File: src/rtl/booth_mul_arbiter.sv
// Round-robin front end that time-shares one sequential Booth multiplier core among NREQ requesters.
// Optional BOOTH_MUL_ARB_ZERO_SKIP_EN: zero operands bypass the core and respond immediately with 0.
module booth_mul_arbiter #(
    parameter  int NREQ       = 4,
    parameter  int W          = 32,
    parameter  int MUL_CYCLES = 32,
    localparam int ID_W       = $clog2(NREQ)
) (
    input  logic                i_clk,
    input  logic                i_rst,
    input  logic [NREQ-1:0]     i_req_valid,
    input  logic [NREQ*W-1:0]   i_req_a,
    input  logic [NREQ*W-1:0]   i_req_b,
    output logic [NREQ-1:0]     o_req_ready,
    output logic                o_rsp_valid,
    output logic [ID_W-1:0]     o_rsp_id,
    output logic [2*W-1:0]      o_rsp_result,
    input  logic                i_rsp_ready,
    output logic                o_mul_clr,
    output logic                o_mul_load,
    output logic [W-1:0]        o_mul_a,
    output logic [W-1:0]        o_mul_b,
    input  logic [2*W-1:0]      i_mul_p,
    output logic                o_busy
);

    localparam int CNT_W = $clog2(MUL_CYCLES + 1);

    typedef enum logic [2:0] {
        S_IDLE,
        S_CLR,
        S_LOAD,
        S_RUN,
        S_CAPT,
        S_RSP
    } state_t;

    state_t            state, state_n;
    logic [ID_W-1:0]   rr_ptr;
    logic [ID_W-1:0]   owner;
    logic [W-1:0]      a_q, b_q;
    logic [CNT_W-1:0]  cnt;
    logic [2*W-1:0]    rsp_result;
    logic [ID_W-1:0]   rsp_id;

    logic              grant_any;
    logic [ID_W-1:0]   grant_idx;
    logic [ID_W-1:0]   cand;
    logic [W-1:0]      grant_a, grant_b;
    logic              zero_op;
    logic              take;
    logic [NREQ-1:0]   req_ready;

    // First valid requester at or after rr_ptr, wrapping around.
    always_comb begin
        grant_any = 1'b0;
        grant_idx = '0;
        cand      = '0;
        for (int i = 0; i < NREQ; i++) begin
            cand = ID_W'((int'(rr_ptr) + i) % NREQ);
            if (!grant_any && i_req_valid[cand]) begin
                grant_any = 1'b1;
                grant_idx = cand;
            end
        end
    end

    assign grant_a = i_req_a[grant_idx*W +: W];
    assign grant_b = i_req_b[grant_idx*W +: W];

`ifdef BOOTH_MUL_ARB_ZERO_SKIP_EN
    assign zero_op = (grant_a == '0) || (grant_b == '0);
`else
    assign zero_op = 1'b0;
`endif

    always_comb begin
        state_n   = state;
        req_ready = '0;
        take      = 1'b0;
        case (state)
            S_IDLE: begin
                if (grant_any) begin
                    take                 = 1'b1;
                    req_ready[grant_idx] = 1'b1;
                    state_n              = zero_op ? S_RSP : S_CLR;
                end
            end
            S_CLR:  state_n = S_LOAD;
            S_LOAD: state_n = S_RUN;
            S_RUN:  if (cnt == CNT_W'(1)) state_n = S_CAPT;
            S_CAPT: state_n = S_RSP;
            S_RSP:  if (i_rsp_ready) state_n = S_IDLE;
            default: state_n = S_IDLE;
        endcase
    end

    always_ff @(posedge i_clk or posedge i_rst) begin
        if (i_rst) begin
            state      <= S_IDLE;
            rr_ptr     <= '0;
            owner      <= '0;
            a_q        <= '0;
            b_q        <= '0;
            cnt        <= '0;
            rsp_result <= '0;
            rsp_id     <= '0;
        end else begin
            state <= state_n;
            if (take) begin
                a_q    <= grant_a;
                b_q    <= grant_b;
                owner  <= grant_idx;
                rr_ptr <= (grant_idx == ID_W'(NREQ - 1)) ? '0 : grant_idx + 1'b1;
                if (zero_op) begin
                    rsp_result <= '0;
                    rsp_id     <= grant_idx;
                end
            end
            // Counter spans exactly MUL_CYCLES RUN cycles after the load pulse.
            if (state == S_LOAD)
                cnt <= CNT_W'(MUL_CYCLES);
            else if (state == S_RUN)
                cnt <= cnt - 1'b1;
            if (state == S_CAPT) begin
                rsp_result <= i_mul_p;
                rsp_id     <= owner;
            end
        end
    end

    // Reset gating keeps the accept strobe low while reset is held with requests pending.
    assign o_req_ready  = i_rst ? '0 : req_ready;
    assign o_rsp_valid  = (state == S_RSP);
    assign o_rsp_id     = rsp_id;
    assign o_rsp_result = rsp_result;
    assign o_mul_clr    = (state == S_CLR);
    assign o_mul_load   = (state == S_LOAD);
    assign o_mul_a      = (state == S_IDLE) ? '0 : a_q;
    assign o_mul_b      = (state == S_IDLE) ? '0 : b_q;
    assign o_busy       = (state != S_IDLE);

endmodule
File: config.mk
export PLATFORM = sky130hd
export DESIGN_NAME = booth_mul_arbiter
export DESIGN_NICKNAME = d
export VERILOG_FILES = /design/src/rtl/booth_mul_arbiter.sv
export SDC_FILE = /design/constraint.sdc
export NUM_CORES = 1
export LEC_CHECK = 0
export ABC_AREA = 0
export CORE_ASPECT_RATIO = 0.8
export CORE_MARGIN = 2
export CORE_UTILIZATION = 23
export DETAILED_ROUTE_END_ITERATION = 8
export HOLD_SLACK_MARGIN = 0.06
export SKIP_CTS_REPAIR_TIMING = 1
export SYNTH_ARGS = -nofsm -noshare
export SYNTH_HDL_FRONTEND = slang
export SYNTH_SLANG_ARGS = --single-unit
File: constraint.sdc
create_clock -name i_clk -period 9.3 [get_ports i_clk]
set_input_delay 0.93 -clock i_clk [delete_from_list [all_inputs] [get_ports i_clk]]
set_output_delay 0.93 -clock i_clk [all_outputs]
set_load 0.02 [all_outputs]
==> results of run 1 <==
==> where the power goes <==
part | switching, mW | leakage [nW] | internal, mW
clock network | 0.322 | 0.298 | 0.389
logic | 1.07 | 3.09 | 1.13
registers | 0.177 | 1.73 | 0.929
total | 1.57 | 5.12 | 2.44
==> cells in the final DEF (no fill, tap or decap), drive strengths merged, types with 9 or more instances in the layout <==
| cell | count |
|---|---|
| clkdlybuf4s50 | 464 |
| dfrtp | 143 |
| o21ai | 69 |
| mux2i | 66 |
| mux2 | 66 |
| and2 | 65 |
| a222oi | 64 |
| clkbuf | 17 |
| nand2 | 16 |
| inv | 12 |
| nor2 | 10 |
| buf | 9 |
==> how the worst min path moves through the flow <==
stage / start / to / slack, ps / depth (start not counted)
finish: owner[1] / owner[1] / 490 / 2
global route: owner[1] / owner[1] / 510 / 2
floorplan: owner[0] / owner[0] / 440 / 2
CTS: owner[1] / owner[1] / 480 / 2
global placement: owner[1] / owner[1] / 460 / 2
detailed placement: owner[1] / owner[1] / 470 / 2
==> critical path: stages <==
cell             delay (ps)
clkdlybuf4s50_1         570
nor4_4                  440
nand2b_4                490
buf_4                   490
nor3_1                  100
clkdlybuf4s50_1         590
==> through the flow <==
| step | hold slack [ps] | cell area [um2] | setup slack [ps] | instances | total power [mW] |
|---|---|---|---|---|---|
| final | 486.8 | 12750 | 4747 | 1469 | 4.011 |
| after global routing | 511.0 | 12750 | 4533 | 1469 | 4.282 |
| after CTS | 483.2 | 12750 | 4676 | 1469 | 4.078 |
| after detailed placement | 467.8 | 12140 | 4683 | 1437 | 3.341 |
| after global placement | 457.6 | 12140 | 4733 | 1437 | 3.303 |
| after floorplan | 440.2 | 7188 | 3837 | 605 | 2.345 |
==> state kept, by name, indices dropped and copies added, names as in the netlist <==
signal and cells:
owner 2, o_rsp_result 64, o_rsp_id 2, rr_ptr 2, a_q 32, cnt 6
b_q 32, state 3
==> layout make-up <==
type	instances	area share [%]
clock buffer	17	3.335
clock inverter	15	1.501
inverter	4	0.1570
multi-input combinational	404	25.96
sequential	143	28.06
tap	413	4.051
timing repair buffer	473	36.94
==> cells by family (layout without fill, tap and decap cells) <==
logic type | Yosys count | after routing
compound gates | 156 | 156
fa+ha+maj | 3 | 3
mux | 132 | 132
flops | 143 | 143
buf+inv | 58 | 509
simple gates | 113 | 113
==> metal layers <==
| metal | global-route usage [%] | up-vias |
|---|---|---|
| met5 | 0 | - |
| met4 | 4.713 | 0 |
| met3 | 4.896 | 28 |
| met2 | 29.56 | 305 |
| met1 | 21.20 | 3294 |
| li1 | - | 3206 |
==> cells in the mapped netlist, types with 2 or more instances <==
cell type,n
dfrtp_1,143
mux2_2,66
mux2i_1,66
and2_1,65
a222oi_1,64
o21ai_1,64
clkbuf_1,21
buf_2,20
nand2_1,16
buf_6,8
nor2_1,6
nand2b_1,5
nor3_1,5
o21ai_0,5
a21oi_1,4
a22o_1,4
buf_4,4
inv_1,4
a21o_1,3
ha_1,3
a31oi_1,2
nor2_2,2
nor2_4,2
nor3b_1,2
==> results.tsv, run 1 <==
metric	value	unit
#FFs+latches synth	143	
Area growth syn-to-layout	77.44	%
number of I/O pins	465	
Post-Route Utilization	41.69	%
Reg area	0.003578	mm2
clock transition at the registers of the reported paths	60	ps
static leakage	5.119	nW
Highest Signal Layer	met4	
DR vias/cell	4.651	
YS warnings	0	
Clock Sinks	143	
clk buf depth	2	
drt pass-1 iters	7	
CTS buffer count	17	
multiplexer share of the synthesized area	19.53	%
FF-to-FF path depth	7	
area taken by multi-input logic gates	0.003311	mm2
CP Data Arrival Time	3620	ps
DR WL/cell	19.36	um
R2R Path Start	state[0]	
minimum clock period	4553	ps
Final period util	48.96	%
Initial Utilization	23.49	%
clk_skew	11.17	ps
clk_lat worst skew	430	ps
outcome	finished, final reports clean	
start point of the critical path	i_req_valid[1]	
Die X	201.7	um
post-synthesis simple-gate area fraction	9.556	%
Via Count	6833	
first-pass GRT wire length	43150	um
vias in the first global route	7161	
met3 WL	2215	um
Detailed Route Iter0 Violations	551	
Synth Instances	605	
post-synthesis xor/xnor area fraction	0	%
Worst R2R Setup Slack	6190	ps
antenna cells	0	
Synth async-reset ratio	100.0	%
initial antenna violation count	1	
Slew @ Worst Pin	989.6	ps
metal2 WL	14240	um
Hold Vio Cnt, Final	0	
wirelength, routed	28440	um
startpoint types	input pin	
total gr overflow	0	
endpoints failing setup	0	
Worst Setup End Kind	output port	
hold crit path type	flip-flop to flip-flop	
post-synth top area cell	dfrtp_1	
end of the critical path	o_req_ready[0]	
Compound-Gate Fraction of Synth Area	16.17	%
Die Area	0.03269	mm2
CTS tree	done	
relative max-transition margin	34.03	%
top post-synthesis cells by area	dfrtp_1 50%, mux2_2 10%, mux2i_1 9.2%, a222oi_1 8.9%, and2_1 5.7%	
register area share after synthesis	49.78	%
M1 WL	11490	um
layout cells sized above 1	11.36	%
GPL Wtd Cong	0.7688	
worst reg2reg endpoint	b_q[19]	
CORE AREA	0.03060	mm2
largest family of logic cells by synthesized area	multiplexers	
CP max FO	38	
CP required	8370	ps
filler cell count	2965	
Total GRT Usage	17.22	%
Power Density	314.5	mW/mm2
fmax	219.6	MHz
EDFF count, synth	0	
CTS H-tree depth	4	
maxcap violations	0	
Clock Tree Root	clkbuf_16	
pin count of the biggest net entering global routing	74	
synth unique cells	45	
setup TNS	0	ps
die height	162.1	um
CP Class	input pin to output port	
# nets final	1373	
Synth top area share	49.78	%
Final ANT Viol Nets	0	
Syn Nets	935	
RSZ-0062 raised after global routing	no	
DRC Markers	0	
Post-Synth Adder-Cell Area	0.5222	%
synthesized area	0.007188	mm2
PortBufs	464	
Synth Flop Type	dfrtp_1	
Row Count	57	
Worst VDD drop	124.8	uV
Mean Syn Cell Area	11.88	um2
max-slew violations	0	
HPWL after DPL	21290	um
No activity file was read; power rests on OpenSTA's default activity.
==> run 2, diff against run 1 <==
Clock period 9.3 ns to 4.5 ns, I/O delays scaled along.
==> run 2 against run 1 <==
Hold slack lost 14 ps. Flip-flop and latch count stayed put. Critical path depth down 1. Critical endpoint is now o_req_ready[2]. Largest cell class unchanged.
==> results.tsv, run 2 (synthesized netlist as in run 1, its figures left out) <==
metric	value	unit
Flop pwr share	27.5	%
Via Count	6817	
clock power share	18.2	%
Clock Sinks	143	
RSZ-0062 raised after global routing	no	
clk_lat worst skew	430	ps
Post-Route Utilization	41.75	%
CP max FO	66	
DR vias/cell	4.637	
startpoint types	flip-flop	
filler cell count	2888	
setup TNS	0	ps
Row Count	57	
CP Data Arrival Time	3140	ps
outcome	finished, final reports clean	
max-slew violations	0	
Post-DP Area	0.01216	mm2
Worst Setup End Kind	output port	
layout cells sized above 1	11.45	%
Hold Slack	473.2	ps
CP required	4050	ps
# nets final	1374	
Initial Utilization	23.49	%
Final ANT Viol Nets	0	
number of I/O pins	465	
CTS buffer count	17	
Pint	5.121	mW
Die Area	0.03269	mm2
total power	8.325	mW
Die X	201.7	um
initial antenna violation count	0	
Clock Tree Root	clkbuf_16	
relative max-transition margin	28.48	%
DRC Markers	0	
hold crit path type	flip-flop to flip-flop	
hold path start	owner[1]	
CP max stage delay	680	ps
Final Cell Area	0.01277	mm2
maxcap violations	0	
clk buf depth	2	
Hold Vio Cnt, Final	0	
worst hold stages	2	
Switching Share	38.48	%
CP Class	flip-flop to output port	
hold endpoint	owner[1]	
CORE AREA	0.03060	mm2
clk_skew	12.38	ps
Final period util	79.75	%
DR WL/cell	19.36	um
commonest non-fill, non-tap cells in the layout	464 x clkdlybuf4s50_1, 143 x dfrtp_1, 66 x mux2i_1, 66 x mux2_2, 65 x and2_1	
commonest non-fill, non-tap cell in the layout	clkdlybuf4s50_1	
die height	162.1	um
slowest CP cell	clkdlybuf4s50_1	
drt pass-1 iters	6	
GPL Wtd Cong	0.7738	
Detailed Route Iter0 Violations	592	
endpoints failing setup	0	
Worst VDD drop	309.5	uV
R2R Path Start	state[0]	
static leakage	5.131	nW
total gr overflow	0	
Critical Path, Cell by Cell	nor3_2, inv_2, nor2_2, o2111a_1, clkdlybuf4s50_1	
Slew @ Worst Pin	1073	ps
FF-to-FF path depth	6	
fmax	278.7	MHz
CTS H-tree depth	4	
antenna cells	0	
max reg flops	64	
minimum clock period	3589	ps
Power Density	651.6	mW/mm2
P_sw	3.203	mW
vias in the first global route	6947	
Total GRT Usage	16.88	%
Worst R2R Setup Slack	1550	ps
combinational cell fraction of total power	54.4	%
wirelength, routed	28450	um
HPWL after DPL	21480	um
pin count of the biggest net entering global routing	67	
first-pass GRT wire length	42300	um
CTS tree	done	
clock transition at the registers of the reported paths	60	ps
Area growth syn-to-layout	77.72	%
worst reg2reg endpoint	b_q[20]	
PortBufs	464	
==> run 2: cell count changes in the layout (fill, tap and decap cells not counted) <==
| cell | before | now |
|---|---|---|
| clkinv_8 | 4 | 0 |
| clkbuf_8 | 0 | 2 |
| buf_12 | 0 | 1 |
| bufinv_16 | 1 | 2 |
| clkinvlp_4 | 1 | 2 |
==> run 2: how the worst max path moves through the flow <==
stage,start,to,depth (start not counted)
3_5_place_dp,i_req_valid[3],o_req_ready[0],5
2_1_floorplan,i_rst,o_req_ready[3],2
4_1_cts,state[0],o_req_ready[2],5
6_report,state[0],o_req_ready[2],5
5_1_grt,state[0],o_req_ready[2],5
3_3_place_gp,i_req_valid[0],o_req_ready[0],5
==> run 2: through the flow <==
step	cells	setup WS, ps
2_1_floorplan	605	867.3
3_3_place_gp	1438	1052
3_5_place_dp	1438	1011
4_1_cts	1470	756.1
5_1_grt	1470	581.0
6_report	1470	911.3
==> run 2: per-layer routing <==
metal	GRT usage [%]	vias to the layer above	routed length, um
li1	-	3192	-
met1	21.24	3296	11950
met2	28.56	306	13910
met3	4.635	23	2174
met4	4.545	0	422
met5	0	-	0
==> run 2: cell type report <==
class / count / area (um2) / share of cell area, %
timing repair buffer: 474 / 4732 / 37.04
clock buffer: 19 / 452.9 / 3.546
sequential: 143 / 3578 / 28.01
tap: 413 / 516.7 / 4.045
inverter: 4 / 18.77 / 0.1469
multi-input combinational: 404 / 3311 / 25.92
clock inverter: 13 / 165.2 / 1.293
==> run 2: power by group through the flow <==
stage	clock network (mW)	registers (mW)	logic, mW
5_1_grt	1.62	2.38	4.83
2_1_floorplan	0	2.58	2.27
3_5_place_dp	0	2.30	4.57
6_report	1.51	2.29	4.53
4_1_cts	1.56	2.29	4.58
3_3_place_gp	0	2.28	4.55
==> run 2: critical path, delay by kind of cell, from the launching register on <==
kind	cells	cell delay [ps]
buf+inv	2	1130
compound gates	1	240
simple gates	2	800
flops	1	550
